$ cat src/rtl/sync_fifo_pkg.sv
// Shared types and elaboration helpers for the parametrised synchronous FIFO.
// Pointer widths and parameter legality are computed here so every user agrees.
package sync_fifo_pkg;

    typedef struct packed {
        logic empty;
        logic full;
        logic almost_empty;
        logic almost_full;
        logic rdata_valid;
    } fifo_status_t;

    function automatic int addr_width(input int depth);
        return $clog2(depth);
    endfunction

    // One extra bit distinguishes full from empty when the low bits match.
    function automatic int ptr_width(input int depth);
        return $clog2(depth) + 1;
    endfunction

    function automatic bit is_pow2(input int value);
        return (value > 0) && ((value & (value - 1)) == 0);
    endfunction

    function automatic bit fifo_params_legal(input int depth, input int af,
                                             input int ae, input int fwft);
        return (depth >= 2) && is_pow2(depth) &&
               (af >= 1) && (af <= depth) &&
               (ae >= 0) && (ae <= depth - 1) &&
               ((fwft == 0) || (fwft == 1));
    endfunction

endpackage

$ cat src/rtl/sync_fifo_param_ram.sv
// Storage array for sync_fifo_param: one write port, one registered read port
// and one combinational read port on the same read address.
module fifo_ram #(
    parameter int DATA_WIDTH = 8,
    parameter int DEPTH      = 16,
    parameter int AW         = 4
) (
    input  logic                  clk,
    input  logic                  rst_n,
    input  logic                  wr_en,
    input  logic [AW-1:0]         wr_addr,
    input  logic [DATA_WIDTH-1:0] wr_data,
    input  logic                  rd_en,
    input  logic [AW-1:0]         rd_addr,
    output logic [DATA_WIDTH-1:0] rd_data_q,
    output logic [DATA_WIDTH-1:0] rd_data_async
);

    logic [DATA_WIDTH-1:0] mem [DEPTH];

    always_ff @(posedge clk) begin
        if (wr_en) begin
            mem[wr_addr] <= wr_data;
        end
    end

    // Registered port holds its value between reads.
    always_ff @(posedge clk or negedge rst_n) begin
        if (!rst_n) begin
            rd_data_q <= '0;
        end else if (rd_en) begin
            rd_data_q <= mem[rd_addr];
        end
    end

    assign rd_data_async = mem[rd_addr];

endmodule

$ cat src/rtl/sync_fifo_param.sv
// Single-clock FIFO with standard or first-word-fall-through read mode,
// programmable almost flags, occupancy count, flush and sticky error flags.
module sync_fifo_param
    import sync_fifo_pkg::*;
#(
    parameter int DATA_WIDTH = 8,
    parameter int FIFO_DEPTH = 16,
    parameter int AF_THRESH  = 14,
    parameter int AE_THRESH  = 2,
    parameter int FWFT       = 0
) (
    input  logic                        clk,
    input  logic                        rst_n,
    input  logic                        flush,
    input  logic                        write_en,
    input  logic [DATA_WIDTH-1:0]       wdata,
    input  logic                        read_en,
    output logic [DATA_WIDTH-1:0]       rdata,
    output logic                        rdata_valid,
    output logic                        empty,
    output logic                        full,
    output logic                        almost_empty,
    output logic                        almost_full,
    output logic [$clog2(FIFO_DEPTH):0] count,
    output logic                        overflow,
    output logic                        underflow
);

    localparam int AW = addr_width(FIFO_DEPTH);
    localparam int PW = ptr_width(FIFO_DEPTH);
    localparam logic [PW-1:0] AF_LVL = PW'(AF_THRESH);
    localparam logic [PW-1:0] AE_LVL = PW'(AE_THRESH);

    if (!fifo_params_legal(FIFO_DEPTH, AF_THRESH, AE_THRESH, FWFT)) begin : g_param_err
        $error("sync_fifo_param: illegal FIFO_DEPTH/AF_THRESH/AE_THRESH/FWFT");
    end

    logic [PW-1:0]         wr_ptr;
    logic [PW-1:0]         rd_ptr;
    logic [PW-1:0]         occ;
    logic                  empty_w;
    logic                  full_w;
    logic                  push;
    logic                  pop;
    logic                  vld_p1;
    logic [DATA_WIDTH-1:0] ram_q;
    logic [DATA_WIDTH-1:0] ram_async;
    fifo_status_t          status;

    // Everything below decodes from the registered pointers only.
    assign occ     = wr_ptr - rd_ptr;
    assign empty_w = (wr_ptr == rd_ptr);
    assign full_w  = (wr_ptr[AW] != rd_ptr[AW]) && (wr_ptr[AW-1:0] == rd_ptr[AW-1:0]);

    // A flush swallows any request in the same cycle.
    assign push = write_en & ~full_w & ~flush;
    assign pop  = read_en & ~empty_w & ~flush;

    // ---- stage p0 -> p1: pointer, flag and read-valid registers ----
    always_ff @(posedge clk or negedge rst_n) begin
        if (!rst_n) begin
            wr_ptr    <= '0;
            rd_ptr    <= '0;
            vld_p1    <= 1'b0;
            overflow  <= 1'b0;
            underflow <= 1'b0;
        end else if (flush) begin
            wr_ptr    <= '0;
            rd_ptr    <= '0;
            vld_p1    <= 1'b0;
            overflow  <= 1'b0;
            underflow <= 1'b0;
        end else begin
            if (push) begin
                wr_ptr <= wr_ptr + PW'(1);
            end
            if (pop) begin
                rd_ptr <= rd_ptr + PW'(1);
            end
            vld_p1    <= pop;
            overflow  <= overflow | (write_en & full_w);
            underflow <= underflow | (read_en & empty_w);
        end
    end

    fifo_ram #(
        .DATA_WIDTH (DATA_WIDTH),
        .DEPTH      (FIFO_DEPTH),
        .AW         (AW)
    ) u_ram (
        .clk           (clk),
        .rst_n         (rst_n),
        .wr_en         (push),
        .wr_addr       (wr_ptr[AW-1:0]),
        .wr_data       (wdata),
        .rd_en         (pop),
        .rd_addr       (rd_ptr[AW-1:0]),
        .rd_data_q     (ram_q),
        .rd_data_async (ram_async)
    );

    always_comb begin
        status              = '0;
        status.empty        = empty_w;
        status.full         = full_w;
        status.almost_empty = (occ <= AE_LVL);
        status.almost_full  = (occ >= AF_LVL);
        status.rdata_valid  = (FWFT != 0) ? ~empty_w : vld_p1;
    end

    // In fall-through mode the head word is presented whenever one exists.
    always_comb begin
        rdata = ram_q;
        if (FWFT != 0) begin
            rdata = empty_w ? '0 : ram_async;
        end
    end

    assign rdata_valid  = status.rdata_valid;
    assign empty        = status.empty;
    assign full         = status.full;
    assign almost_empty = status.almost_empty;
    assign almost_full  = status.almost_full;
    assign count        = occ;

endmodule
$ cat config.mk
export PLATFORM = sky130hd
export DESIGN_NAME = sync_fifo_param
export DESIGN_NICKNAME = d
export VERILOG_FILES = /design/src/rtl/sync_fifo_pkg.sv /design/src/rtl/sync_fifo_param_ram.sv /design/src/rtl/sync_fifo_param.sv
export SDC_FILE = /design/constraint.sdc
export NUM_CORES = 1
export LEC_CHECK = 0
export ABC_AREA = 1
export CORE_ASPECT_RATIO = 1.2
export CORE_UTILIZATION = 32
export CTS_CLUSTER_DIAMETER = 60
export DETAILED_ROUTE_END_ITERATION = 10
export REMOVE_ABC_BUFFERS = 1
export SLEW_MARGIN = 25
export SYNTH_ARGS = -nofsm -noshare
export SYNTH_HDL_FRONTEND = slang
export SYNTH_SLANG_ARGS = --single-unit
$ cat constraint.sdc
create_clock -name clk -period 3.67 [get_ports clk]
set_clock_uncertainty 0.05 [all_clocks]
set_input_delay 0.734 -clock clk [delete_from_list [all_inputs] [get_ports clk]]
set_output_delay 0.734 -clock clk [all_outputs]
set_load 0.02 [all_outputs]
# Yosys cells after proc, flatten, opt, wreduce, memory -nomap -nowiden
# Memory sizes are Yosys's and may differ from the RTL's. A register that Yosys moved wholly into a read port is not among the register bits.
# Cells that the tools add are included.
# op_classes
shifts	0
div_mod_pow	0
n_mul	0
bitwise_logic	11
add_sub_neg	3
magnitude_cmp	2
n_mux	9
n_eq_ne	3
n_reduce_logical	4
# op_table
operator	count
5-bit 2-to-1 mux	4
5-bit by 1-bit adder with 5-bit output (second input constant)	2
1-bit AND	6
5-bit == test	1
5-bit by 4-bit >= comparator with 1-bit output (second input constant)	1
5-bit by 2-bit less-or-equal comparator with 1-bit output (second input constant)	1
1-bit 2-to-1 mux	5
5-bit subtractor	1
4-bit == test	1
2-bit nonzero test	2
1-bit NOT	3
1-bit OR	2
1-bit logical AND	1
1-bit zero test	1
1-bit inequality test	1
# word_totals
ram_bits	128
memories	1
rom_bits	0
output_inout_bits	20
word_cells	38
in_bits	13
latchBits	0
regBits	13
# memory_table
memory	depth	width	rd	rd_clocked_by_memory_dff	write_ports	line_no	source
u_ram.mem	16	8	1	1	1	sync_fifo_param_ram.sv:19	logic [DATA_WIDTH-1:0] mem [DEPTH];

# Longest topological paths before layout
# Gate-level depths: netlist of run 1.
# depth
word_depth	7
depth_mapped	12
ltp_nobuf	10

# By module
# Synthesis of run 1 repeated with hierarchy kept, for this count alone.
# unflattened
hier_cells	716
hier_area_um2	6910.4
# by_module_without_submodules
mod	instances	seq_area_each_um2	area_per_inst_um2	cells_per_inst
fifo_ram	1	4043.9	5905.7	577
sync_fifo_param	1	325.3	1004.7	139

# Worst setup path before layout of run 1
# No wires, ideal clock.
# synth_path
path_type	register -> output
from	register rd_ptr[1]
to	output port almost_full
arrival_time_ns	1.923
stages_incl_launch_ff	8
setup_slack_ns	0.963
path_buffers	2
cell_sequence	dfrtp_1 > buf_2 > inv_2 > buf_2 > fa_1 > xor2_1 > nand3_1 > nand2_1
# synth_between
elab_chain_len	2
# synth_rtl
element	line_no	source
start: declaration	sync_fifo_param.sv:39	logic [PW-1:0] rd_ptr;
start signal: assignment	sync_fifo_param.sv:78	rd_ptr <= rd_ptr + PW'(1);
5-bit subtractor	sync_fifo_param.sv:51	assign occ = wr_ptr - rd_ptr;
named net count[2]	sync_fifo_param.sv:24	output logic [$clog2(FIFO_DEPTH):0] count,
5-bit by 4-bit >= comparator with 1-bit output	sync_fifo_param.sv:107	status.almost_full = (occ >= AF_LVL);
end: declaration	sync_fifo_param.sv:23	output logic almost_full,
# The timed path passes the listed nets, and every way through them passes these cells.

# Worst setup path in the final report of run 1
# layout_path
from	register wr_ptr[0]
to	output port almost_empty
# layout_between
elab_chain_len	2
# layout_rtl
element	line_no	source
start: declaration	sync_fifo_param.sv:38	logic [PW-1:0] wr_ptr;
start signal: assignment	sync_fifo_param.sv:75	wr_ptr <= wr_ptr + PW'(1);
5-bit subtractor	sync_fifo_param.sv:51	
5-bit by 2-bit less-or-equal comparator with 1-bit output	sync_fifo_param.sv:106	status.almost_empty = (occ <= AE_LVL);
end: declaration	sync_fifo_param.sv:22	output logic almost_empty,
# No other way between the ends.

==> flow_summary.ini, run 1 <==
[outcome]
status = completed

[sta]
tightest_slew_ns = 0.8280
slew_headroom_pct = 44.59
rsz0062_at_grt = no
drv_slew = 0
fin_crit_ns = 3.511
fmaxAchievable_mhz = 284.8
hold_viol = 0
setup_viol = 0
fin_tns_setup_ns = 0
post-route-period-util_pct = 95.67
holdWs_ns = 0.4477

[global_route]
grt_max_degree = 68
first_global_vias = 4407
antenna_found_initial = 0
overflow = 0
grt_pass1_wl_um = 23850
grt_usage_pct = 14.84

[routing]
drc = 0
wire_per_inst_um = 14.93
first_pass_iters = 4
ant_nets = 0
drt_wl_total_um = 14720
drt-initial-drc-count = 260
vias = 4417
avgViaCountPerCell = 4.480

[cells_and_area]
drive_gt1_share_pct = 9.015
area_growth_pct = 19.38
layout_commonest_cell = nand2_1
utilization_pct = 39.10
layout_common_cells = nand2_1, edfxtp_1, inv_1
num_antenna_cells = 0
nets = 731

[critical_path]
reg2reg_slack_ns = 0.99
crit_chain = inv_1, ha_1, inv_1, fa_1, nand3_1, nand2_1, xnor2_2, nand2_1, nor2_1, clkdlybuf4s50_1
crit_path_max_fanout = 5
max_stage_delay_ns = 0.60
crit_path_start = wr_ptr[0]$_DFFE_PN0P_
crit_path_end_kind = output port
r2r-start = rd_ptr[1]$_DFFE_PN0P_
criticalPathCategory = flip-flop to output port
worst_ep_arrival_time_ns = 2.73
path_buf_inv = 3
critPathRequiredTime_ns = 2.89
slowest_stage = clkdlybuf4s50_1
setup.worst_path.start_class = flip-flop
path_delay_family = buffers and inverters

[run]
drv_cap = 0

[synth]
syn-cell-area_mm2 = 0.006656
ys_seq_elements = 149
avgSynthCellArea_um2 = 10.09
synth_cell_type_count = 27
synth_warnings = 0
ys_seq_area_share_pct = 65.64
syn_inst = 660

[clocking]
cts_made_buffers = 17
cts.sinks = 149
ctsHoldBuffers = 0
cts_tree = built
cts_max_level = 4
clk_latency_ns = 0.42
clock_tree.root_cell = clkbuf_16
clk_pin_slew_ns = 0.06
ctsLongestPathBuffers = 2

[die]
die_area_mm2 = 0.02138
io_pins = 33
num_rows = 57
start_util_pct = 32.75
die_y_um = 160.0
coreArea_mm2 = 0.02033
fp.dieW_um = 133.7

[min_path]
hold_start = u_ram.rd_data_q[2]$_DFFE_PN0P_
hold_class = flip-flop to flip-flop

[power_and_ir_drop]
p_leak_nw = 3.384
peakVddDrop_mv = 0.3019
power_density_mw_per_mm2 = 584.6

[place]
port_buffers = 32
dpl.hpwl_um = 9170
gp_congestion = 0.7870
cell families after synthesis:
logic type / share of synthesized area [%]
AOI/OAI and AO/OA: 1.654
xor gates and xnor gates: 0.9211
adders and majority gates: 1.993
DFF: 65.64
buffers and inverters: 7.462
and+or+nand+nor: 22.33
report_power, final:
part	switching, W	internal [W]	total, W
registers	0.0000383	0.00190	0.00194
logic	0.000595	0.000350	0.000945
clock network	0.000684	0.00107	0.00176
total	0.00132	0.00333	0.00465
per-layer routing:
layer	GRT usage, %	up-vias	part of all wire, %
met5	0	-	0
met4	5.320	0	1.6
met3	2.667	19	2.4
met2	26.68	64	53
met1	17.55	2102	43
li1	-	2232	-
layout make-up:
class / count / area (um2)
Inverter: 94 / 352.8
Fill cell: 1970 / 12380
Clock buffer: 17 / 425.4
Clock inverter: 15 / 177.7
Timing Repair Buffer: 53 / 490.5
Tap cell: 265 / 331.6
Sequential cell: 149 / 4370
Multi-Input combinational cell: 393 / 1798
stage by stage:
step	instances	setup WS [ns]	cell area, um2	total power (W)
2_1_floorplan	636	0.08617	6513	0.002533
3_5_place_dp	954	0.5287	7336	0.002929
4_1_cts	986	0.07764	7939	0.004689
5_1_grt	986	0.02576	7946	0.004862
3_3_place_gp	954	0.5907	7336	0.002919
6_report	986	0.1591	7946	0.004645
sequential cells by signal, summed over array words and instances, names as in the netlist:
| signal | cells |
|---|---|
| u_ram.mem | 128 |
| u_ram.rd_data_q | 8 |
| rd_ptr | 5 |
| wr_ptr | 5 |
| overflow | 1 |
| rdata_valid | 1 |
| underflow | 1 |
path summary, 6_finish.rpt:
check | to | cells after the start
max | almost_empty | 10
min | u_ram.rd_data_q[2]$_DFFE_PN0P_ | 2
max reg2reg | u_ram.mem[15][5]$_DFFE_PP_ | 9
min reg2reg | u_ram.rd_data_q[2]$_DFFE_PN0P_ | 2
max in group asynchronous | rd_ptr[0]$_DFFE_PN0P_ | 2
min in group asynchronous | underflow$_DFF_PN0_ | 2
tightest hold or removal path: cells and delay by family, from the launching register on:
family / cells / cell delay (ns)
and+or+nand+nor: 2 / 0.11
DFF: 1 / 0.36
cell usage after synthesis:
cell type	count	area share [%]
o21ai_1	2	0.15
nand3_4	1	0.26
o31ai_1	1	0.11
o21ai_0	7	0.53
fa_1	1	0.30
buf_2	13	0.98
buf_6	2	0.34
nand3_1	87	6.5
dfrtp_1	21	7.9
clkinv_1	2	0.11
nand4_1	1	0.094
clkbuf_1	2	0.11
a21oi_2	2	0.26
nor2_1	24	1.4
nand2_2	4	0.38
edfxtp_1	128	58
buf_1	1	0.056
nor2_4	1	0.17
nand2_1	232	13
nor3_1	6	0.45
buf_4	6	0.68
inv_1	89	5.0
xor2_1	5	0.66
xnor2_1	2	0.26
a21oi_1	8	0.60
ha_1	9	1.7
inv_2	3	0.17
repair_timing:
item,in CTS,in global routing
setup endpoints to repair,0,1
buffers inserted,0,0
gates resized for setup,0,1
No activity file was read; power rests on OpenSTA's default activity.
==> run 2: changes to the inputs <==
- SETUP_SLACK_MARGIN: default -> 0.5
- SYNTH_HIERARCHICAL: default -> 1
==> run 2 against run 1 <==
  * Design area rose by 1.2%
  * Routed wire length is 4.1% higher
  * First-iteration DRC count up 58%
  * Register-to-register slack got worse by 0.18 ns
  * Fmax grew 14%
  * Sequential cell count stayed put
  * Worst setup slack better by 0.44 ns
  * Synthesized cell count is 8.5% higher
  * Core utilization down 0.87 points
  * Critical path type unchanged
  * Largest cell class unchanged
==> flow_summary.ini, run 2 <==
[synth]
synth.area.top_cells = edfxtp_1, nand2_1, nand3_1
synth_cell_type_count = 21
ys_seq_elements = 149
netlist_top_cells_count = nand2_1, edfxtp_1, inv_1
synth_edf_count = 128
avgSynthCellArea_um2 = 9.651
synthFlopType = edfxtp_1
synth_top_cell_by_area = edfxtp_1
ys_async_sr_fraction_pct = 14.09
synth_warnings = 6
syn-cell-area_mm2 = 0.006910
ys_seq_area_share_pct = 63.23
synth.top_cell.area_share_pct = 55.62
synth_most_common_cell = nand2_1
syn_inst = 716

[power_and_ir_drop]
peakVddDrop_mv = 0.2890
p_leak_nw = 3.530
power_density_mw_per_mm2 = 552.2
power.total_w = 0.004442

[critical_path]
crit_chain = inv_1, ha_1, inv_1, fa_1, clkdlybuf4s50_1
crit_path_max_fanout = 8
slowest_stage = clkdlybuf4s50_1
criticalPathCategory = flip-flop to output port
setup.worst_path.start_class = flip-flop
crit_path_end_kind = output port
critPathRequiredTime_ns = 2.89
path_delay_family = buffers and inverters
critical_path.most_common_cell = inv_1
path_buf_inv = 3
worst_ep_arrival_time_ns = 2.29
max_stage_delay_ns = 0.62

[clocking]
cts_max_level = 4
cts_tree = built
clk_latency_ns = 0.42
clk_pin_slew_ns = 0.06
cts.sinks = 149
ctsLongestPathBuffers = 2
clock_tree.root_cell = clkbuf_16
ctsHoldBuffers = 0
cts_made_buffers = 17

[outcome]
status = completed

[sta]
tightest_slew_ns = 0.7908
drv_slew = 0
fin_tns_setup_ns = 0
fin_crit_ns = 3.073
setup_viol = 0
fmaxAchievable_mhz = 325.4
slew_headroom_pct = 47.12
rsz0062_at_grt = yes
post-route-period-util_pct = 83.74
hold_viol = 0

[cells_and_area]
drive_gt1_share_pct = 7.843
utilization_pct = 38.22
area_growth_pct = 16.40
nets = 773
final_cells = 1035
layout_common_cells = nand2_1, edfxtp_1, inv_1
largest_reg_flops = 128
largest-register = u_ram/mem
num_antenna_cells = 0
layout_commonest_cell = nand2_1
reg.largest.list = u_ram/mem: 128 flops, u_ram/rd_data_q: 8 flops

[routing]
drt_wl_total_um = 15320
vias = 4814
drt-initial-drc-count = 412
wire_per_inst_um = 14.81
ant_nets = 0
first_pass_iters = 5
drc = 0
avgViaCountPerCell = 4.651

[global_route]
grt_pass1_wl_um = 24070
grt_max_degree = 70
antenna_found_initial = 0
overflow = 0
grt_usage_pct = 14.78
first_global_vias = 4544

[die]
num_rows = 58
coreArea_mm2 = 0.02105
fp.dieW_um = 136.2
io_pins = 33
die_area_mm2 = 0.02219
start_util_pct = 32.84
die_y_um = 163.0

[run]
drv_cap = 0

[min_path]
hold_class = flip-flop to flip-flop

[place]
port_buffers = 32
dp_cells = 1004
dpl.hpwl_um = 9668
gp_congestion = 0.8024
## run 2: cell types whose count changed in the layout (fill, tap and decap cells not counted), sizes merged, moves of 4 or more
cell | previous run | this run
a21oi | 10 | 5
buf | 21 | 14
clkdlybuf4s50 | 32 | 26
dlygate4sd2 | 0 | 4
inv | 96 | 126
nand2 | 236 | 244
nand3 | 88 | 118
nand4 | 1 | 10
nor3 | 6 | 0
o21ai | 9 | 0
## run 2: cell families after synthesis
group,Yosys count,share of synthesized area [%]
flops,149,63.23
buf+inv,152,9.415
xor+xnor,2,0.2535
compound gates,5,0.3621
fa+ha+maj,7,1.376
simple gates,401,25.37
## run 2: path summary, 6_finish.rpt
kind,slack (ns),from,depth (start not counted),end
max,0.60,wr_ptr[0]$_DFFE_PN0P_,5,count[1]
min reg2reg,0.43,u_ram/rd_data_q[2]$_DFFE_PN0P_,2,u_ram/rd_data_q[2]$_DFFE_PN0P_
min,0.43,u_ram/rd_data_q[2]$_DFFE_PN0P_,2,u_ram/rd_data_q[2]$_DFFE_PN0P_
max reg2reg,0.81,rd_ptr[3]$_DFFE_PN0P_,10,u_ram/mem[14][4]$_DFFE_PP_
min in group asynchronous,0.61,rst_n,2,rd_ptr[2]$_DFFE_PN0P_
max in group asynchronous,2.71,rst_n,2,wr_ptr[0]$_DFFE_PN0P_
## run 2: final cells by class
class | count | area, um2
clock buffers | 17 | 425.4
clock inverters | 14 | 136.4
fillers | 2097 | 13000
inverters | 124 | 467.9
multi-input cells | 415 | 1893
flip-flops and latches | 149 | 4373
well taps | 270 | 337.8
repair buffers | 46 | 410.4
## run 2: worst min-delay path, delay by kind of cell, from the launching register on
| family | cells | cell delay [ns] |
|---|---|---|
| flip-flops | 1 | 0.34 |
| AND/OR/NAND/NOR | 2 | 0.11 |
## run 2: per-stage QoR
step                hold WS, ns  instance area, um2  setup slack, ns
CTS                      0.4309                8048           0.4959
detailed placement       0.4143                7492           0.6180
global route             0.4463                8044           0.4898
global placement         0.4164                7490           0.6256
floorplan                0.3884                6725          0.01383
finish                   0.4303                8044           0.5969
## run 2: timing repair
action,CTS,global route
gates resized for setup,7,6
endpoints found under the hold margin,0,0
buffers inserted,0,0
endpoints found under the setup margin,6,3
## run 2: power breakdown
| group | switching, W | leakage [nW] | total, W | internal, W |
|---|---|---|---|---|
| combinational | 0.000561 | 1.83 | 0.000854 | 0.000293 |
| sequential | 0.0000347 | 1.43 | 0.00194 | 0.00190 |
| clock | 0.000661 | 0.270 | 0.00165 | 0.000989 |
## run 2: layer usage
metal | GRT usage (%) | up-vias | wire length (um)
met4 | 8.535 | 0 | 506
met1 | 17.63 | 2284 | 6258
li1 | - | 2366 | -
met2 | 25.03 | 136 | 7822
met3 | 2.365 | 28 | 737
met5 | 0 | - | 0
==> run 3: changes to the inputs <==
- clock period: 3.67 -> 3.11 ns (I/O delays scaled with it)
==> run 3 against run 2 <==
  * Core utilization is 1.3 points higher
  * Die area stayed put
  * Worst setup slack worse by 0.18 ns
  * Sequential power is 18% higher
  * Combinational power is 19% higher
  * Final cell count is 1.7% higher
  * Design area is 3.4% higher
  * Clock-buffer cell count is 1 higher
  * Via count is 0.39% higher
  * Critical path depth is 4 higher
  * Largest power group is now clock
==> flow_summary.ini, run 3 (same netlist as run 2, synthesis figures left out) <==
[critical_path]
slowest_stage = fa_2
criticalPathCategory = flip-flop to output port
worstSetupEndpoint = almost_empty
worst_ep_arrival_time_ns = 2.02
r2r-start = wr_ptr[1]$_DFFE_PN0P_
rr_worst_depth = 9
rr_endpoint = u_ram/mem[13][1]$_DFFE_PP_
crit_path_max_fanout = 2
crit_path_end_kind = output port
setup.worst_path.start_class = flip-flop
path_delay_family = adder cells
path_buf_inv = 3
max_stage_delay_ns = 0.44
critPathRequiredTime_ns = 2.44
crit_chain = ha_4, inv_2, fa_2, inv_2, nor2_1, a21oi_1, nand3_1, nor2_1, buf_4
reg2reg_slack_ns = 0.78
crit_path_start = rd_ptr[0]$_DFFE_PN0P_
cp.depth = 9

[clocking]
clock_tree.root_cell = clkbuf_16
cts_made_buffers = 17
cts_tree = built
clk_pin_slew_ns = 0.06
clk_latency_ns = 0.42
cts.sinks = 149
ctsLongestPathBuffers = 2
ctsHoldBuffers = 0
cts_max_level = 4

[cells_and_area]
design_area_mm2 = 0.008315
utilization_pct = 39.51
fillers = 2030
num_antenna_cells = 0
reg.largest.list = u_ram/mem: 128 flops, u_ram/rd_data_q: 8 flops
nets = 790
area_growth_pct = 20.33
layout_commonest_cell = nand2_1
largest_reg_flops = 128
layout_common_cells = nand2_1, edfxtp_1, inv_1
largest-register = u_ram/mem
drive_gt1_share_pct = 11.62

[die]
die_y_um = 163.0
die_area_mm2 = 0.02219
fp.dieW_um = 136.2
num_rows = 58
coreArea_mm2 = 0.02105
io_pins = 33
start_util_pct = 32.84

[outcome]
status = completed

[global_route]
overflow = 0
first_global_vias = 4617
grt_busiest_layer = met2
grt_max_degree = 71
grt_usage_pct = 15.17
met1_usage_pct = 17.57
antenna_found_initial = 0
met2_usage_pct = 26.53
grt_pass1_wl_um = 24700
grt.met3_usage_pct = 3.610

[place]
dpl.hpwl_um = 10020
placed_area_mm2 = 0.007587
gp_congestion = 0.8152
port_buffers = 32

[sta]
fmaxAchievable_mhz = 371.7
post-route-period-util_pct = 86.50
slew_headroom_pct = 46.90
hold_viol = 0
drv_slew = 0
rsz0062_at_grt = yes
setup_viol = 0
tightest_slew_ns = 0.7964
fin_crit_ns = 2.690

[power_and_ir_drop]
peakVddDrop_mv = 0.3829
power_density_mw_per_mm2 = 672.6
p_leak_nw = 3.671

[run]
drv_cap = 0

[routing]
vias = 4833
drt_wl_total_um = 15660
drt-initial-drc-count = 313
ant_nets = 0
first_pass_iters = 5
wire_per_inst_um = 14.87
drc = 0
avgViaCountPerCell = 4.590

[min_path]
hold_class = flip-flop to flip-flop
## run 3: through the flow
step	instances	hold WS (ns)	setup TNS [ns]	total power, W	worst slack (ns)
global placement	1017	0.4181	0	0.003346	0.3324
finish	1053	0.4310	0	0.005593	0.4199
detailed placement	1017	0.4186	0	0.003351	0.3599
floorplan	688	0.2764	-23.17	0.002920	-0.4342
global route	1053	0.4631	0	0.005824	0.2885
CTS	1053	0.4351	0	0.005625	0.3656
## run 3: routing by layer
| metal | share of wire, % | up-vias |
|---|---|---|
| met5 | 0 | - |
| met4 | 2.5 | 0 |
| met3 | 4.3 | 26 |
| met2 | 52 | 118 |
| met1 | 41 | 2281 |
| li1 | - | 2408 |
## run 3: worst min-delay path by stage
stage,startpoint,to,depth (start not counted)
after floorplan,rst_n,overflow$_DFF_PN0_,0
after global placement,u_ram/rd_data_q[1]$_DFFE_PN0P_,u_ram/rd_data_q[1]$_DFFE_PN0P_,2
after detailed placement,u_ram/rd_data_q[1]$_DFFE_PN0P_,u_ram/rd_data_q[1]$_DFFE_PN0P_,2
after CTS,u_ram/rd_data_q[1]$_DFFE_PN0P_,u_ram/rd_data_q[1]$_DFFE_PN0P_,2
after global routing,u_ram/rd_data_q[0]$_DFFE_PN0P_,u_ram/rd_data_q[0]$_DFFE_PN0P_,2
final,u_ram/rd_data_q[1]$_DFFE_PN0P_,u_ram/rd_data_q[1]$_DFFE_PN0P_,2
## run 3: cell type report
class                      instances  area (um2)  area share, %
clock inverter                    14       231.5          2.784
sequential                       149        4374          52.60
inverter                         124       465.4          5.597
clock buffer                      18       429.2          5.161
tap                              270       337.8          4.063
timing repair buffer              63       539.3          6.485
multi-input combinational        415        1938          23.31
## run 3: timing repair
item	in CTS	in global routing
pin swaps	5	4
endpoints found under the hold margin	0	0
setup buffers	4	0
endpoints found under the setup margin	8	8
resized for setup	36	6
## run 3: report_power, final
| group | leakage (nW) | switching [W] | internal (W) |
|---|---|---|---|
| Clock | 0.318 | 0.000787 | 0.00150 |
| Combinational | 1.93 | 0.000659 | 0.000365 |
| Sequential | 1.42 | 0.0000381 | 0.00225 |
| Total | 3.67 | 0.00148 | 0.00411 |
## run 3: tightest hold or removal path, cell delays in order, from the launching register on
cell     delay [ns]
dfrtp_1        0.34
nand2_1        0.05
nand2_1        0.06
